**src/rtl/clk_to_latch_tx_pkg.sv**
```systemverilog
`default_nettype none
// ============================================================================
//  Module      : clk_to_latch_tx_pkg
//  Description : Shared constants for the clocked-to-latch transmitter:
//                default parameter values and the handshake FSM state
//                encoding (IDLE / SETUP / REQ_HI / REQ_LO).
//  Revision    : 1.0 - initial release
// ============================================================================
package clk_to_latch_tx_pkg;

    // Default parameter values for clk_to_latch_tx
    localparam int c_DEF_WIDTH     = 32;
    localparam int c_DEF_DEPTH     = 4;
    localparam int c_DEF_SETUP_CYC = 1;

    // Handshake FSM state encoding
    localparam int c_STATE_W = 2;
    typedef logic [c_STATE_W-1:0] state_t;

    localparam logic [1:0] c_IDLE   = 2'd0;  // waiting for a word and ack low
    localparam logic [1:0] c_SETUP  = 2'd1;  // dout loaded, counting setup time
    localparam logic [1:0] c_REQ_HI = 2'd2;  // req high, waiting for ack high
    localparam logic [1:0] c_REQ_LO = 2'd3;  // req low, waiting for ack low

endpackage
`default_nettype wire

```
**src/rtl/sync_2ff.sv**
```systemverilog
`default_nettype none
// ============================================================================
//  Module      : sync_2ff
//  Description : Two-flop synchronizer for a single asynchronous level
//                (handshake acknowledges crossing into clk).
//  Ports       : clk - destination clock, rising edge
//                rst - asynchronous active-high reset, clears both flops
//                d   - asynchronous input level
//                q   - synchronized level, two clk edges of latency
//  Revision    : 1.0 - initial release
// ============================================================================
module sync_2ff (
    input  logic clk,
    input  logic rst,
    input  logic d,
    output logic q
);

    logic r_meta;
    logic r_sync;

    always_ff @(posedge clk or posedge rst) begin
        if (rst) begin
            r_meta <= 1'b0;
            r_sync <= 1'b0;
        end else begin
            r_meta <= d;
            r_sync <= r_meta;
        end
    end

    assign q = r_sync;

endmodule
`default_nettype wire

```
**src/rtl/clk_to_latch_tx.sv**
```systemverilog
`default_nettype none
// ============================================================================
//  Module      : clk_to_latch_tx
//  Description : Buffers words from a clocked valid/ready stream in a small
//                flop FIFO and hands them one at a time to an asynchronous
//                latch controller over a 4-phase bundled-data handshake.
//  Ports       : clk, rst          - clock (rising edge), async active-high reset
//                in_valid/in_ready - upstream handshake
//                in_data           - upstream word
//                req               - 4-phase request to the latch controller
//                ack_async         - 4-phase acknowledge, asynchronous to clk
//                dout              - bundled data to the latch
//                count             - FIFO occupancy
//                busy              - handshake FSM is not idle
//  Revision    : 1.0 - initial release
// ============================================================================
module clk_to_latch_tx
    import clk_to_latch_tx_pkg::*;
#(
    parameter int WIDTH     = c_DEF_WIDTH,
    parameter int DEPTH     = c_DEF_DEPTH,
    parameter int SETUP_CYC = c_DEF_SETUP_CYC
) (
    input  logic                       clk,
    input  logic                       rst,
    input  logic                       in_valid,
    output logic                       in_ready,
    input  logic [WIDTH-1:0]           in_data,
    output logic                       req,
    input  logic                       ack_async,
    output logic [WIDTH-1:0]           dout,
    output logic [$clog2(DEPTH+1)-1:0] count,
    output logic                       busy
);

    localparam int c_PTR_W = $clog2(DEPTH);
    localparam int c_CNT_W = $clog2(DEPTH + 1);
    localparam int c_SC_W  = $clog2(SETUP_CYC + 1);
    localparam logic [c_CNT_W-1:0] c_FULL = c_CNT_W'(DEPTH);

    logic [WIDTH-1:0]   r_mem [DEPTH];
    logic [c_PTR_W-1:0] r_wr_ptr;
    logic [c_PTR_W-1:0] r_rd_ptr;
    logic [c_CNT_W-1:0] r_count;
    logic [c_CNT_W-1:0] w_count_nxt;
    logic               r_in_ready;

    state_t             r_state;
    logic [c_SC_W-1:0]  r_setup_cnt;
    logic               r_req;
    logic [WIDTH-1:0]   r_dout;

    logic               w_ack_s;
    logic               w_push;
    logic               w_pop;
    logic               w_load;

    // The acknowledge is only ever observed through this synchronizer
    sync_2ff u_ack_sync (
        .clk (clk),
        .rst (rst),
        .d   (ack_async),
        .q   (w_ack_s)
    );

    assign w_push = in_valid & r_in_ready;
    // Head word leaves the FIFO when the receiver acknowledges it
    assign w_pop  = (r_state == c_REQ_HI) & w_ack_s;
    // A new transfer starts only once the previous ack has fully returned low
    assign w_load = (r_state == c_IDLE) & (r_count != '0) & ~w_ack_s;

    always_comb begin
        w_count_nxt = r_count;
        case ({w_push, w_pop})
            2'b10:   w_count_nxt = r_count + c_CNT_W'(1);
            2'b01:   w_count_nxt = r_count - c_CNT_W'(1);
            default: w_count_nxt = r_count;
        endcase
    end

    // ------------------------------------------------------------------
    // FIFO bookkeeping. in_ready is registered from the next occupancy so
    // that it reads 0 throughout reset and has no path from ack_async.
    // ------------------------------------------------------------------
    always_ff @(posedge clk or posedge rst) begin
        if (rst) begin
            r_wr_ptr   <= '0;
            r_rd_ptr   <= '0;
            r_count    <= '0;
            r_in_ready <= 1'b0;
        end else begin
            if (w_push) r_wr_ptr <= r_wr_ptr + c_PTR_W'(1);
            if (w_pop)  r_rd_ptr <= r_rd_ptr + c_PTR_W'(1);
            r_count    <= w_count_nxt;
            r_in_ready <= (w_count_nxt != c_FULL);
        end
    end

    // Storage needs no reset: a slot is only read after it has been written
    always_ff @(posedge clk) begin
        if (w_push) r_mem[r_wr_ptr] <= in_data;
    end

    // ------------------------------------------------------------------
    // 4-phase handshake FSM. dout is loaded only on IDLE->SETUP, so it is
    // held for the whole handshake and while idle.
    // ------------------------------------------------------------------
    always_ff @(posedge clk or posedge rst) begin
        if (rst) begin
            r_state     <= c_IDLE;
            r_setup_cnt <= '0;
            r_req       <= 1'b0;
            r_dout      <= '0;
        end else begin
            case (r_state)
                c_IDLE: begin
                    if (w_load) begin
                        r_state     <= c_SETUP;
                        r_dout      <= r_mem[r_rd_ptr];
                        r_setup_cnt <= c_SC_W'(SETUP_CYC - 1);
                    end
                end
                c_SETUP: begin
                    if (r_setup_cnt == '0) begin
                        r_state <= c_REQ_HI;
                        r_req   <= 1'b1;
                    end else begin
                        r_setup_cnt <= r_setup_cnt - c_SC_W'(1);
                    end
                end
                c_REQ_HI: begin
                    if (w_ack_s) begin
                        r_state <= c_REQ_LO;
                        r_req   <= 1'b0;
                    end
                end
                c_REQ_LO: begin
                    if (!w_ack_s) r_state <= c_IDLE;
                end
                default: begin
                    r_state <= c_IDLE;
                    r_req   <= 1'b0;
                end
            endcase
        end
    end

    assign in_ready = r_in_ready;
    assign count    = r_count;
    assign req      = r_req;
    assign dout     = r_dout;
    assign busy     = (r_state != c_IDLE);

endmodule
`default_nettype wire

```
**config.mk**
```make
export PLATFORM = sky130hd
export DESIGN_NAME = clk_to_latch_tx
export DESIGN_NICKNAME = d
export VERILOG_FILES = /design/src/rtl/clk_to_latch_tx_pkg.sv /design/src/rtl/sync_2ff.sv /design/src/rtl/clk_to_latch_tx.sv
export SDC_FILE = /design/constraint.sdc
export NUM_CORES = 1
export LEC_CHECK = 0
export BUFFER_PORTS_ARGS = -buffer_cell sky130_fd_sc_hd__buf_2
export CAP_MARGIN = 20
export CORE_ASPECT_RATIO = 0.75
export CORE_UTILIZATION = 30
export CTS_BUF_LIST = sky130_fd_sc_hd__clkbuf_8
export DETAILED_ROUTE_END_ITERATION = 10
export MAX_ROUTING_LAYER = met4
export SLEW_MARGIN = 0
export SYNTH_ARGS = -nofsm -noshare
export SYNTH_HDL_FRONTEND = slang
export SYNTH_SLANG_ARGS = --single-unit
```
**constraint.sdc**
```tcl
create_clock -name clk -period 2.86 [get_ports clk]
set_clock_uncertainty 0.2 [all_clocks]
set_input_delay 0 -clock clk [delete_from_list [all_inputs] [get_ports clk]]
set_output_delay 0 -clock clk [all_outputs]
set_load 0.01 [all_outputs]
```
==> results of run 1 <==
-- report_power, final --
group	internal [mW]	total (mW)	switching [mW]
Sequential	3.40	3.78	0.377
Combinational	1.39	2.53	1.14
Clock	0.712	1.59	0.876
Total	5.50	7.89	2.39
-- per-layer routing --
metal,vias to the layer above,wire length (um)
met2,61,6110
met1,1650,5900
met4,0,128
li1,1438,-
met5,-,0
met3,12,465
-- how the worst max path moves through the flow --
stage | to | slack [ns]
2_1_floorplan | in_ready | 0.34
3_3_place_gp | in_ready | 0.28
3_5_place_dp | in_ready | 0.19
4_1_cts | in_ready | 0.19
5_1_grt | in_ready | 0.01
6_report | in_ready | 0.20
-- worst register-to-register path: cells and delay by family, from the launching register on --
| family | cells | cell delay, ns |
|---|---|---|
| AO/OA/AOI/OAI | 1 | 0.30 |
| XOR/XNOR | 1 | 0.15 |
| adder cells (fa/ha/maj) | 3 | 0.78 |
| buffers and inverters | 2 | 0.17 |
| flip-flops | 1 | 0.42 |
| AND/OR/NAND/NOR | 2 | 0.54 |
-- cells in the final DEF (no fill, tap or decap), types with 2 or more instances in the layout --
cell type and instances:
xnor2_1 3, dfrtp_2 2, mux2_4 28, nand2_1 4
buf_2 73, mux4_2 28, edfxtp_1 128, buf_12 5
clkinv_2 3, clkbuf_8 18, nor2_1 2, clkinvlp_4 2
mux4_1 4, dlygate4sd3_1 36, clkinv_4 3, xor2_1 2
and3_2 4, inv_1 12, ha_1 9, dfrtp_1 43
inv_6 3, buf_4 5, mux2_2 6
-- metrics by stage --
stage	setup slack (ns)	cells	util	power, mW	hold slack [ns]
floorplan	0.343	299	-	5.54	-0.169
global placement	0.278	659	0.347	6.30	-0.0782
detailed placement	0.195	659	0.347	6.39	-0.0760
CTS	0.193	727	0.381	8.03	0.0640
global route	0.0150	727	0.381	8.34	0.0708
finish	0.201	727	0.381	7.89	0.102
-- cell families after synthesis --
| group | after synthesis | synth area share |
|---|---|---|
| AO/OA/AOI/OAI | 7 | 0.00771 |
| XOR/XNOR | 5 | 0.00658 |
| adder cells (fa/ha/maj) | 10 | 0.0199 |
| buffers and inverters | 22 | 0.0192 |
| flip-flops | 173 | 0.747 |
| multiplexers | 67 | 0.185 |
| AND/OR/NAND/NOR | 15 | 0.0141 |
-- state kept, by name (all words and copies together), names as in the netlist --
| name | flops |
|---|---|
| r_mem | 128 |
| dout | 32 |
| count | 3 |
| r_rd_ptr | 2 |
| r_state | 2 |
| r_wr_ptr | 2 |
| in_ready | 1 |
| req | 1 |
| u_ack_sync.q | 1 |
| u_ack_sync.r_meta | 1 |
-- cell type report --
| cell class | instances | area share |
|---|---|---|
| flip-flops and latches | 173 | 0.609 |
| multi-input cells | 104 | 0.191 |
| repair buffers | 119 | 0.106 |
| well taps | 288 | 0.0441 |
| clock buffers | 18 | 0.0303 |
| clock inverters | 14 | 0.0147 |
| inverters | 11 | 0.00506 |
-- timing repair --
action / 4_1_cts / 5_1_grt
setup endpoints to repair: 0 / 0
hold buffers: 36 / 0
endpoints found under the hold margin: 170 / 0
==> results.cfg, run 1 <==
[sta]
fmax_ghz = 0.376
period_share = 0.930
slew_violations = 0
slew_headroom = 0.379
finalHoldViolCount = 0
setup_violations = 0
min_period_ns = 2.66
setup_tns_ns = 0
grt_setup_unrepaired = no
max_slew.worst_pin.slew_ns = 0.930

[setup_path]
reg2regPathDepth = 9
cp.arrival_ns = 2.80
startpoint_type = register
crit_slowest_cell = dfrtp_1
cp.required_ns = 3.00
path_class = reg -> reg
r2r_start = r_state[0]
slowest_delay_ns = 0.42
path_cells = inv_1 > ha_1 > and2_1 > ha_1 > inv_1 > fa_1 > xor2_1 > or3_1 > a211o_1
critical-path-top-delay-family = adder cells
end_kind = register
crit_path_start = r_state[0]
worstReg2RegEnd = in_ready
path_buf_inv = 2
r2r_setup_slack_ns = 0.20
crit_cells = 9
worstPathMaxFanout = 4

[route]
routedWlPerCell_um = 17.3
drt_first_pass_iters = 4
finalWirelength_um = 12600
via_per_inst = 4.35
drt_first_iter_violations = 167
drtAntennaViolNets = 0
drc = 0
vias = 3161

[floorplanning]
ios = 74
core-area_mm2 = 0.0214
rows = 46
dieArea_mm2 = 0.0228
start_util = 0.311
die_x_um = 174
die_h_um = 131

[global_route]
grt_pass1_wl_um = 19600
grt_use_met2 = 0.200
grt_max_degree = 39
met3_usage = 0.0330
busiest_layer = met2
grt_usage = 0.123
gr-total-overflow = 0
grt_use_met1 = 0.150
grt_pass1_vias = 3540
antenna_found_initial = 0

[synth]
yosys_warnings = 0
synthArstFlopShare = 0.260
synth_nets = 345
netlist_instances = 299
ys_seq_area_frac = 0.747
synth-edff-count = 128
synth_most_common_cell = edfxtp_1
synth_top_area_share = 0.578
syn_area_per_cell_um2 = 22.2
synth_cell_type_count = 31
synth_top_cells_by_area = edfxtp_1, dfrtp_1, mux4_2, mux2_4, ha_1
yosys.area.top_type = edfxtp_1
ys_ff_latch = 173
synth_common_cells = edfxtp_1, dfrtp_1, mux2_4, mux4_2, inv_1
ys.flop_type = edfxtp_1
syn-cell-area_mm2 = 0.00665

[clock_network]
post-cts-setup-buffer-count = 0
cts_tree = done
clock_sinks = 173
clk-insertion-delay-late_ns = 0.44
post_cts_resized = 0
clkTransAtPathRegs_ns = 0.09
cts-htree-levels = 4
cts_made_buffers = 17
cts_max_path_buffers = 2
clockRootBuffer = clkbuf_8

[run_status]
outcome = finished, final reports clean

[final_layout]
fin_area_mm2 = 0.00817
final_nets = 472
final.fill_count = 1982
drive_gt1_frac = 0.419
multi_input_area_mm2 = 0.00156
seqCellArea_mm2 = 0.00497
area_delta_synth_final_pct = 22.7
diodes = 0

[placement]
placed_cell_area_mm2 = 0.00744
port_buffers = 73
gp_congestion = 0.688
dpl.hpwl_um = 7810

[power]
power.density_mw_per_mm2 = 966
p_leak_nw = 3.04
peakVddDrop_v = 0.000399

[worst_hold_path]
hold_path_class = in -> async

[run]
drv_cap = 0
Note: power is estimated with default switching activity, not from simulation.
==> run 2: changes to the inputs <==
- BUFFER_PORTS_ARGS: -buffer_cell sky130_fd_sc_hd__buf_2 -> default
- CORE_UTILIZATION: 30 -> 50
- DONT_BUFFER_PORTS: default -> 1
- SYNTH_HIERARCHICAL: default -> 1
==> run 2 against run 1 <==
Effect of this change:
- total power down 5.4%
- fmax barely moved
- final cell count fell by 25%
- largest cell class unchanged
- count of clock-buffer cells in the layout increased by 3
- core utilization is 21 points higher
- routed wire length decreased by 13%
- synthesized area up 0.34%
- largest power group unchanged
- via count is 8.4% lower
- register-to-register slack hardly changed
- critical path depth is the same
==> results.cfg, run 2 <==
[route]
wl_met1_um = 4830
via_per_inst = 5.32
top_layer_used = met4
drtAntennaViolNets = 0
wl_met3_um = 628
vias = 2896
routedWlPerCell_um = 20.0
drt_first_iter_violations = 115
drc = 0
finalWirelength_um = 10900
drt_first_pass_iters = 4
dr_wl_met2_um = 5240

[setup_path]
worstPathMaxFanout = 4
worstReg2RegEnd = in_ready
path_class = reg -> reg
r2r_setup_slack_ns = 0.20
reg2regPathDepth = 9
r2r_start = r_state[0]
end_kind = register
endpoint = in_ready
startpoint_type = register
crit_path_start = r_state[0]
cp.arrival_ns = 2.79
cp.required_ns = 2.99

[final_layout]
largest_reg_flops = 128
drive_gt1_frac = 0.287
mostFrequentLayoutCell = edfxtp_1
largest_register = r_mem
final_cell_mix = edfxtp_1, dfrtp_1, dlygate4sd3_1, mux4_2, mux2_4
final.fill_count = 973
area_delta_synth_final_pct = 14.5
seqCellArea_mm2 = 0.00497
final_nets = 407
multi_input_area_mm2 = 0.00157
diodes = 0

[synth]
yosys_warnings = 6
synth_top_cells_by_area = edfxtp_1, dfrtp_1, mux4_2, mux2_4, ha_1
yosys.area.top_type = edfxtp_1
synthArstFlopShare = 0.260
synth-edff-count = 128
synth_most_common_cell = edfxtp_1
ys_seq_area_frac = 0.745
synth_common_cells = edfxtp_1, dfrtp_1, mux4_2, mux2_4, inv_1
synth_cell_type_count = 34
synth_nets = 350
netlist_instances = 304
synth_top_area_share = 0.576
ys.flop_type = edfxtp_1
syn_area_per_cell_um2 = 22.0
ys_ff_latch = 173
syn-cell-area_mm2 = 0.00668

[sta]
period_share = 0.929
setup_tns_ns = 0
min_period_ns = 2.66
setup_violations = 0
finalHoldViolCount = 0
grt_setup_unrepaired = no
fmax_ghz = 0.376
max_slew.worst_pin.slew_ns = 0.577
slew_violations = 0
setup_ws_ns = 0.203
slew_headroom = 0.615

[placement]
port_buffers = 0
place_ws_ns = 0.214
gp_congestion = 0.702
dpl.hpwl_um = 6600

[global_route]
antenna_found_initial = 0
grt_pass1_wl_um = 16700
grt_usage = 0.179
gr-total-overflow = 0
grt_pass1_vias = 3107
grt_max_degree = 44

[power]
peakVddDrop_v = 0.000440
p_leak_nw = 2.76
power.density_mw_per_mm2 = 976

[floorplanning]
rows = 36
start_util = 0.513
die_h_um = 102
die_x_um = 135
ios = 74
core-area_mm2 = 0.0130
dieArea_mm2 = 0.0138

[clock_network]
cts_max_path_buffers = 2
post_cts_resized = 0
cts_made_buffers = 17
cts_tree = done
clk-insertion-delay-late_ns = 0.45
cts-htree-levels = 4
clockRootBuffer = clkbuf_8
clkTransAtPathRegs_ns = 0.08
clock_sinks = 173

[run]
drv_cap = 0

[run_status]
outcome = finished, final reports clean

[worst_hold_path]
hold_path_class = in -> reg
run 2: cell types whose count changed after synthesis:
cell	before	now
buf_4	3	0
a31oi_1	0	1
and2_1	1	2
o21a_1	0	1
o21ai_0	1	2
o211ai_1	0	1
or4b_2	0	1
buf_6	4	7
nor3_1	0	1
inv_1	11	12
nor2_1	2	1
mux2_2	6	9
nor3_2	1	0
mux2_4	28	24
run 2: repair_timing:
item	in CTS	in global routing
hold endpoints to repair	246	12
hold buffers	37	1
setup buffers	0	0
run 2: how the worst min path moves through the flow:
stage | from | to | cells after the start
2_1_floorplan | rst | u_ack_sync/q | 1
3_3_place_gp | rst | u_ack_sync/r_meta | 1
3_5_place_dp | rst | u_ack_sync/r_meta | 1
4_1_cts | in_data[4] | r_mem[1][4] | 1
5_1_grt | in_data[7] | r_mem[0][7] | 1
6_report | in_data[3] | r_mem[0][3] | 1
run 2: through the flow:
| stage | total power, mW | hold slack [ns] | instance area (um^2) | instances | util |
|---|---|---|---|---|---|
| 2_1_floorplan | 5.56 | -0.459 | 6680 | 304 | - |
| 3_3_place_gp | 5.99 | -0.452 | 6900 | 474 | 0.530 |
| 3_5_place_dp | 6.03 | -0.449 | 6900 | 474 | 0.530 |
| 4_1_cts | 7.56 | 0.0166 | 7610 | 542 | 0.585 |
| 5_1_grt | 7.88 | 0.0314 | 7640 | 544 | 0.587 |
| 6_report | 7.46 | 0.0549 | 7640 | 544 | 0.587 |
run 2: worst max-delay path: stages, from the launching register on:
cell and delay [ns]:
dfrtp_1 0.42, inv_1 0.11, ha_1 0.20, and2_1 0.21
ha_1 0.20, inv_1 0.06, fa_1 0.37, xor2_1 0.15
or3_1 0.32, a211o_1 0.30
run 2: kinds of logic after synthesis:
logic type               Yosys count  share of synthesized area
multiplexers                      66                      0.181
AO/OA/AOI/OAI                     11                     0.0116
flip-flops                       173                      0.745
XOR/XNOR                           5                    0.00656
buffers and inverters             23                     0.0214
AND/OR/NAND/NOR                   16                     0.0152
adder cells (fa/ha/maj)           10                     0.0199
run 2: where the power goes:
| part | total [mW] | switching [mW] | internal, mW |
|---|---|---|---|
| Sequential | 3.89 | 0.491 | 3.40 |
| Clock | 1.48 | 0.808 | 0.674 |
| Combinational | 2.09 | 0.922 | 1.17 |
| Total | 7.46 | 2.22 | 5.24 |
run 2: area by class of cell:
type                    count  area share
flip-flops and latches    173       0.651
multi-input cells         108       0.205
repair buffers             49      0.0655
clock buffers              21      0.0378
well taps                 171      0.0280
clock inverters            10     0.00704
inverters                  12     0.00589
run 2: metal layers:
metal  global-route usage  up-vias
li1                     -     1321
met1                0.213     1490
met2                0.273       67
met3               0.0645       18
met4               0.0916        0
met5                    -        -
==> run 3: changes to the inputs <==
- CTS_CLUSTER_DIAMETER: default -> 80
- PLACE_DENSITY: default -> 0.68
- clock period: 2.86 -> 2.2 ns (I/O delays scaled with it)
==> run 3 against run 2 <==
Effect of this change:
- the run now ends with negative hold slack, negative setup slack left
- final cell count increased by 4.2%
- sequential cell count unchanged
- register-to-register slack got worse by 0.30 ns
- combinational power increased by 58%
- non-clock buffer count increased by 22
- die area unchanged
- core utilization increased by 3.1 points
- routed wire length increased by 7.7%
- count of clock-buffer cells in the layout decreased by 4
- critical path depth unchanged
- first-iteration DRC count increased by 30%
==> results.cfg, run 3 (same netlist as run 2, synthesis figures left out) <==
[power]
switchingPower_mw = 3.23
pwr-share-comb = 0.314
power.share.clock = 0.209
power.internal_mw = 7.28
power.density_mw_per_mm2 = 1310
peakVddDrop_v = 0.000615
p_leak_nw = 2.92
p_sw_frac = 0.307
seqPwrFrac = 0.477

[sta]
grt_setup_unrepaired = yes
setup_ws_ns = -0.101
finalHoldViolCount = 75
setup_tns_ns = -0.101
hold_slack_ns = -0.207
slew_headroom = 0.625
period_share = 1.05
min_period_ns = 2.30
setup_violations = 1
slew_violations = 0
fmax_ghz = 0.435
max_slew.worst_pin.slew_ns = 0.562

[route]
drtAntennaViolNets = 0
vias = 3084
drt_first_iter_violations = 150
drt_first_pass_iters = 6
finalWirelength_um = 11700
routedWlPerCell_um = 20.7
drc = 0
via_per_inst = 5.44

[final_layout]
fin_area_mm2 = 0.00805
finalNonFillerCells = 567
drive_gt1_frac = 0.356
largest_reg_flops = 128
mostFrequentLayoutCell = edfxtp_1
final_nets = 429
final_cell_mix = edfxtp_1, dfrtp_1, dlygate4sd3_1, mux4_2, mux2_4
diodes = 0
area_delta_synth_final_pct = 20.6
largest_register = r_mem

[clock_network]
cts_tree = done
clock_sinks = 173
clockRootBuffer = clkbuf_8
cts_max_path_buffers = 2
cts-htree-levels = 4
holdBufCountCts = 42
clk-insertion-delay-late_ns = 0.44
cts_made_buffers = 17
clkTransAtPathRegs_ns = 0.10

[global_route]
grt_usage = 0.188
antenna_found_initial = 0
grt_max_degree = 33
grt_pass1_wl_um = 17700
grt_pass1_vias = 3182
gr-total-overflow = 0

[floorplanning]
core-area_mm2 = 0.0130
ios = 74
die_h_um = 102
rows = 36
dieArea_mm2 = 0.0138
die_x_um = 135
start_util = 0.513

[setup_path]
endpoint = in_ready
r2r_setup_slack_ns = -0.10
reg2regPathDepth = 9
worstPathMaxFanout = 2
worstReg2RegEnd = in_ready
cp.required_ns = 2.33
end_kind = register
cp.arrival_ns = 2.43
path_class = reg -> reg
startpoint_type = register
crit_path_start = r_state[0]
r2r_start = r_state[0]

[placement]
placed_cell_area_mm2 = 0.00707
gp_congestion = 0.796
port_buffers = 0
dpl.hpwl_um = 6630
place_inst = 488

[worst_hold_path]
hold_path_class = in -> reg

[run]
drv_cap = 0

[run_status]
outcome = finished with violations
failed_checks = negative hold slack, negative setup slack
-- run 3: critical path, stage by stage, from the launching register on --
cell,delay (ns)
dfrtp_1,0.40
inv_2,0.08
ha_4,0.13
and2_4,0.15
ha_4,0.13
inv_2,0.04
fa_2,0.33
xor2_1,0.15
or3_1,0.32
a211o_1,0.27
-- run 3: worst min-delay path by stage --
stage	startpoint	to	slack, ns	depth (start not counted)
floorplan	rst	u_ack_sync/q	-0.46	1
global placement	rst	u_ack_sync/r_meta	-0.46	1
detailed placement	rst	u_ack_sync/r_meta	-0.45	1
CTS	in_valid	count[1]	-0.25	3
global route	in_valid	count[1]	-0.21	3
finish	in_valid	count[1]	-0.21	3
-- run 3: stage by stage --
step,power (mW),utilization,setup WS [ns]
CTS,10.5,0.612,-0.116
detailed placement,8.08,0.543,-0.135
floorplan,7.27,-,-0.138
global placement,7.99,0.543,-0.0709
finish,10.5,0.618,-0.101
global route,11.1,0.618,-0.184
-- run 3: repair_timing --
action	4_1_cts	5_1_grt
gates resized for setup	4	9
pin swaps	2	1
setup endpoints to repair	4	87
hold endpoints to repair	308	75
buffers inserted	2	1
gates cloned	1	3
-- run 3: final cells by class --
| cell class | count | area (um^2) |
|---|---|---|
| inverter | 12 | 45.0 |
| timing repair buffer | 71 | 801 |
| fill | 921 | 4970 |
| tap | 171 | 214 |
| clock inverter | 15 | 173 |
| clock buffer | 17 | 234 |
| sequential | 173 | 4970 |
| multi-input combinational | 108 | 1610 |
-- run 3: power groups by stage --
stage               Combinational (mW)  Clock, mW  Sequential (mW)
global route                      3.58       2.38             5.12
global placement                  2.92          0             5.07
finish                            3.30       2.20             5.02
detailed placement                2.98          0             5.10
floorplan                         2.33          0             4.94
CTS                               3.23       2.26             5.03
-- run 3: metal layers --
| metal | up-vias | part of all wire | global-route usage | wire [um] |
|---|---|---|---|---|
| li1 | 1373 | - | - | - |
| met1 | 1618 | 0.46 | 0.236 | 5380 |
| met2 | 82 | 0.47 | 0.288 | 5500 |
| met3 | 11 | 0.061 | 0.0575 | 722 |
| met4 | 0 | 0.011 | 0.0726 | 133 |
| met5 | - | 0 | - | 0 |
